--- src/rtl/dino_reward_judge.sv ---
// dino_reward_judge
//   Grades each Bot jump decision and produces its training inputs.
//   A jump request is accepted only from IDLE while the dino is on the ground.
//   The jump is tracked until it lands, collides or times out. Its grade is then
//   shown on Qstate for exactly one cycle.
//   Reward codes: 01 good jump, 10 hit while not jumping, 11 bad jump.
//   Every output is registered, so each decision appears one cycle after the
//   input edge that caused it.
//
// Ports
//   clk            in   1   system clock
//   reset          in   1   asynchronous active-high reset
//   state          in   2   game state; judging is active only while state == GAME_RUN
//   jump_req       in   1   Bot prediction (level)
//   position       in   10  left x of the closest cactus (grows as the cactus approaches)
//   dino_on_ground in   1   dino rests on the ground
//   collision      in   1   dino and cactus overlap
//   jump_cmd       out  1   one-cycle launch pulse to the physics block
//   success_jump   out  1   one-cycle pulse, coincident with jump_cmd
//   Qstate         out  2   reward code, nonzero for one cycle per graded event
//   busy           out  1   FSM is not in IDLE
//   good_cnt       out  16  count of 01 grades (only with JUDGE_STATS_EN)
//   bad_cnt        out  16  count of 10/11 grades (only with JUDGE_STATS_EN)
//
// Build option
//   JUDGE_STATS_EN  enables the saturating grade counters. When it is not
//                   defined, good_cnt and bad_cnt are tied to zero.
//
// State table
//   IDLE     | waiting for a legal jump request or a ground collision
//   AIR      | jump launched; counting air cycles until the outcome is known
//   REPORT   | Qstate carries the grade for this single cycle
//   COOLDOWN | waiting for the collision to clear and the dino to be grounded

module dino_reward_judge #(
   parameter logic [9:0]  PASS_POS    = 10'd560,
   parameter logic [25:0] AIR_MAX_CYC = 26'd60000000,
   parameter logic [1:0]  GAME_RUN    = 2'b10
) (
   input  logic        clk,
   input  logic        reset,
   input  logic [1:0]  state,
   input  logic        jump_req,
   input  logic [9:0]  position,
   input  logic        dino_on_ground,
   input  logic        collision,
   output logic        jump_cmd,
   output logic        success_jump,
   output logic [1:0]  Qstate,
   output logic        busy,
   output logic [15:0] good_cnt,
   output logic [15:0] bad_cnt
);

   typedef enum logic [1:0] {
      IDLE     = 2'd0,
      AIR      = 2'd1,
      REPORT   = 2'd2,
      COOLDOWN = 2'd3
   } fsm_t;

   fsm_t        fsm, fsm_nxt;
   logic [25:0] air_cnt, air_cnt_nxt;
   logic        passed, passed_nxt;
   logic        jump_nxt;
   logic [1:0]  q_nxt;
   logic        at_pass;

   assign at_pass = (position >= PASS_POS);

   always_ff @(posedge clk or posedge reset) begin
      if (reset) begin
         fsm          <= IDLE;
         air_cnt      <= '0;
         passed       <= 1'b0;
         jump_cmd     <= 1'b0;
         success_jump <= 1'b0;
         Qstate       <= 2'b00;
         busy         <= 1'b0;
      end else begin
         fsm          <= fsm_nxt;
         air_cnt      <= air_cnt_nxt;
         passed       <= passed_nxt;
         jump_cmd     <= jump_nxt;
         success_jump <= jump_nxt;
         Qstate       <= q_nxt;
         busy         <= (fsm_nxt != IDLE);
      end
   end

   always_comb begin
      fsm_nxt     = fsm;
      air_cnt_nxt = air_cnt;
      passed_nxt  = passed;
      jump_nxt    = 1'b0;
      q_nxt       = 2'b00;
      if (state != GAME_RUN) begin
         fsm_nxt = IDLE;
      end else begin
         case (fsm)
            IDLE: begin
               // A collision outranks a same-cycle jump request.
               if (collision) begin
                  fsm_nxt = REPORT;
                  q_nxt   = 2'b10;
               end else if (jump_req && dino_on_ground) begin
                  fsm_nxt     = AIR;
                  jump_nxt    = 1'b1;
                  air_cnt_nxt = '0;
                  passed_nxt  = 1'b0;
               end
            end
            AIR: begin
               // The counter stops at AIR_MAX_CYC because the timeout leaves AIR first.
               air_cnt_nxt = air_cnt + 26'd1;
               if (at_pass) passed_nxt = 1'b1;
               if (collision)
                  q_nxt = 2'b11;
               else if (air_cnt == AIR_MAX_CYC - 26'd1)
                  q_nxt = 2'b11;
               else if (dino_on_ground && air_cnt >= 26'd2)
                  // The ground flag lags jump_cmd, so the first two air cycles are not treated as a landing.
                  q_nxt = (passed || at_pass) ? 2'b01 : 2'b11;
               if (q_nxt != 2'b00) fsm_nxt = REPORT;
            end
            REPORT: fsm_nxt = COOLDOWN;
            COOLDOWN: begin
               // Hold here until the collision clears so a single hit is graded only once.
               if (!collision && dino_on_ground) fsm_nxt = IDLE;
            end
            default: fsm_nxt = IDLE;
         endcase
      end
   end

`ifdef JUDGE_STATS_EN
   always_ff @(posedge clk or posedge reset) begin
      if (reset) begin
         good_cnt <= '0;
         bad_cnt  <= '0;
      end else begin
         if (q_nxt == 2'b01 && good_cnt != 16'hFFFF) good_cnt <= good_cnt + 16'd1;
         if (q_nxt[1] && bad_cnt != 16'hFFFF)        bad_cnt  <= bad_cnt + 16'd1;
      end
   end
`else
   assign good_cnt = 16'd0;
   assign bad_cnt  = 16'd0;
`endif

endmodule

--- config.mk ---
export PLATFORM = sky130hd
export DESIGN_NAME = dino_reward_judge
export DESIGN_NICKNAME = d
export VERILOG_FILES = /design/src/rtl/dino_reward_judge.sv
export SDC_FILE = /design/constraint.sdc
export NUM_CORES = 1
export LEC_CHECK = 0
export BUFFER_PORTS_ARGS = -buffer_cell sky130_fd_sc_hd__buf_4
export CORE_MARGIN = 5
export CORE_UTILIZATION = 48
export CTS_BUF_LIST = sky130_fd_sc_hd__clkbuf_16
export DETAILED_ROUTE_END_ITERATION = 10
export PLACE_DENSITY = 0.82
export REMOVE_ABC_BUFFERS = 1
export SLEW_MARGIN = 10
export SYNTH_ARGS = -nofsm -noshare
export SYNTH_HDL_FRONTEND = slang
export SYNTH_SLANG_ARGS = --single-unit
--- constraint.sdc ---
create_clock -name clk -period 2.2 [get_ports clk]
set_input_delay 0 -clock clk [delete_from_list [all_inputs] [get_ports clk]]
set_output_delay 0 -clock clk [all_outputs]
set_load 0.1 [all_outputs]
==> flow_metrics.py <==
metrics = {
    "status": {
        "status": "completed",
    },
    "timing": {
        "hold_viol_final": 0,
        "fin_crit_sh_pct": 95.66,
        "setup_tns_ps": 0,
        "min_period_ps": 2105,
        "maxSlewHeadroom_pct": 55.18,
        "fmax_mhz": 475.1,
        "rsz0062_at_grt": "no",
        "slew_violations": 0,
        "setup-violations-final": 0,
        "fin_worst_skew_ps": 6.322,
        "worst_pin_slew_ps": 665.3,
        "holdWs_ps": 57.30,
    },
    "cts": {
        "clock_path_buffers": 2,
        "cts_tree": "done",
        "post_cts.repair.setup_buffers": 0,
        "cts_root_buf": "clkbuf_16",
        "clkTransAtPathRegs_ps": 60,
        "cts.sinks": 33,
        "numCtsBuffers": 5,
        "clock_latency_ps": 280,
        "htree_levels": 2,
    },
    "route": {
        "avgViaCountPerCell": 5.806,
        "wire_per_inst_um": 15.61,
        "dr.pass1.iters": 4,
        "drc_errors": 0,
        "drt.antenna.violating_nets": 0,
        "vias": 1881,
        "drt_first_iter_violations": 155,
        "wl_mm": 5.059,
    },
    "worst_hold_path": {
        "min_path_type": "primary input to register",
        "holdPathEnd": "busy$_DFF_PP0_",
        "hp-start": "state[1]",
        "whs_path_depth": 3,
    },
    "yosys": {
        "synthTopCellsByArea": "dfrtp_1 39%, buf_4 12%, a21oi_1 5.4%, or4_1 4.6%, o31ai_1 3.9%",
        "synth_mux_area_share_pct": 0.9373,
        "synthAdderAreaFrac_pct": 1.172,
        "synth-simple-area-share_pct": 25.37,
        "synth_common_cells": "33 x buf_4, 33 x dfrtp_1, 23 x a21oi_1, 16 x nand2_1, 13 x or4_1",
        "synth_top_family_by_area": "simple AND/OR/NAND/NOR gates",
        "ys_seq_area_share_pct": 38.66,
        "synth_ff_type": "dfrtp_1",
        "synth_xor_area_share_pct": 1.640,
        "syn-cell-area_mm2": 0.002136,
        "synth_cell_type_count": 48,
        "yosysWarnings": 0,
        "synth_top_area_share_pct": 38.66,
        "synth_seq_cells": 33,
        "synthCells": 239,
        "synth_top_cell_by_area": "dfrtp_1",
        "avgSynthCellArea_um2": 8.936,
        "synth-compound-area-share_pct": 17.40,
        "synth_edf_count": 0,
        "async_flop_share_pct": 100.0,
    },
    "floorplanning": {
        "fp.dieW_um": 76.71,
        "initial_core_util_pct": 49.39,
        "rows": 24,
        "coreArea_mm2": 0.004324,
        "dieArea_mm2": 0.005884,
        "chipHeight_um": 76.71,
        "ios": 54,
    },
    "power_and_ir_drop": {
        "total_power_uw": 1765,
        "p_leak_uw": 0.001073,
        "powerDensity_mw_per_mm2": 722.6,
        "ir_drop_v": 0.0003085,
    },
    "setup_path": {
        "worstPathRequired_ps": 2370,
        "timing.reg2reg.setup_slack_ps": 100,
        "ff2ff_path_depth": 4,
        "cp.arrival_ps": 2270,
        "cp_max_fo": 7,
        "crit_type": "register to register",
        "critPathLaunchType": "register",
        "reg2reg_to": "air_cnt[24]$_DFFE_PP0P_",
        "crit_path_end_kind": "register",
        "reg2reg_from": "fsm[1]$_DFF_PP0_",
    },
    "placement": {
        "placed_area_mm2": 0.002275,
        "io_buffers": 17,
        "gp_congestion": 0.9233,
        "hpwl_mm": 3.617,
    },
    "layout": {
        "fin_area_mm2": 0.002442,
        "layout-drive-gt1-share_pct": 18.38,
        "utilization_pct": 56.48,
        "n_antenna_cell": 0,
        "area_delta_synth_final_pct": 14.35,
        "final_nets": 290,
    },
    "job": {
        "cap_violations": 0,
    },
    "grt": {
        "antenna_found_initial": 0,
        "globalRouteOverflowTotal": 0,
        "grt_usage_pct": 17.92,
        "grt_pass1_vias": 1822,
        "grt_pass1_wl_mm": 8.735,
        "grt_max_degree": 34,
    },
}
[metal layers]
metal | vias to the layer above | part of all wire, % | global-route usage, %
met5 | - | 0 | 0
met4 | 0 | 2.2 | 8.916
met3 | 11 | 8.1 | 4.684
met2 | 78 | 49 | 28.95
met1 | 898 | 41 | 21.94
li1 | 894 | - | -
[registers in the layout, summed over array words and instances (netlist names)]
| name | cells |
|---|---|
| Qstate | 2 |
| busy | 1 |
| success_jump | 1 |
| fsm | 2 |
| air_cnt | 26 |
| passed | 1 |
[where the power goes]
| group | leakage (uW) | switching (uW) | internal (uW) |
|---|---|---|---|
| logic | 0.000553 | 352 | 79.0 |
| clock network | 0.0000696 | 261 | 414 |
| registers | 0.000450 | 22.7 | 636 |
[how the worst max path moves through the flow]
stage                                 from                       to  slack [ps]
after floorplan           fsm[1]$_DFF_PP0_  air_cnt[24]$_DFFE_PP0P_          -4
after global placement    fsm[1]$_DFF_PP0_  air_cnt[24]$_DFFE_PP0P_          50
after detailed placement  fsm[1]$_DFF_PP0_  air_cnt[24]$_DFFE_PP0P_          20
final                     fsm[1]$_DFF_PP0_  air_cnt[24]$_DFFE_PP0P_         100
after CTS                 fsm[1]$_DFF_PP0_  air_cnt[24]$_DFFE_PP0P_           6
after global routing             collision  air_cnt[15]$_DFFE_PP0P_          30
[worst max-delay path, cell delays in order (launching register included)]
cell	delay (ps)
dfrtp_1	380
or3b_4	400
or4b_4	590
or4_4	500
mux2i_1	130
[what timing repair did]
action / in CTS / in global routing
endpoints found under the setup margin: 0 / 4
gates resized for setup: 0 / 2
hold endpoints to repair: 34 / 0
hold buffers: 2 / 0
[layout by cell type (no fill, tap or decap), drive strengths merged, types with 4 or more instances in the layout]
master  netlist  final
a21oi        23     23
and4          4      4
buf          37     32
clkbuf        3      5
conb          1     32
dfrtp        33     33
inv           8      8
nand2        16     16
nand3        10     10
nand4         7      7
nor2          8      8
nor3          4      4
nor4          4      4
o21ai        11     11
o31ai        11     11
or3           7      7
or4          14     14
[final cells by class]
cell class	instances	area, um^2
Inverter	8	30.03
Clock buffer	5	125.1
Multi-Input combinational cell	189	1119
Tap cell	52	65.06
Clock inverter	3	17.52
Fill cell	388	1882
Sequential cell	33	825.8
Timing Repair Buffer	34	260.3
[cell families (layout without fill, tap and decap cells)]
| family | count (synthesis) | count (layout) |
|---|---|---|
| flops | 33 | 33 |
| compound gates | 59 | 59 |
| other cells | 1 | 32 |
| buf+inv | 48 | 50 |
| mux | 2 | 2 |
| simple gates | 90 | 90 |
| xor+xnor | 4 | 4 |
| fa+ha+maj | 2 | 2 |
[stage by stage]
stage	setup WS, ps	std cells
3_3_place_gp	49.81	314
5_1_grt	27.93	324
2_1_floorplan	-4.227	230
4_1_cts	6.425	324
6_report	95.37	324
3_5_place_dp	20.63	314
Power figures use the tool's default switching activity.
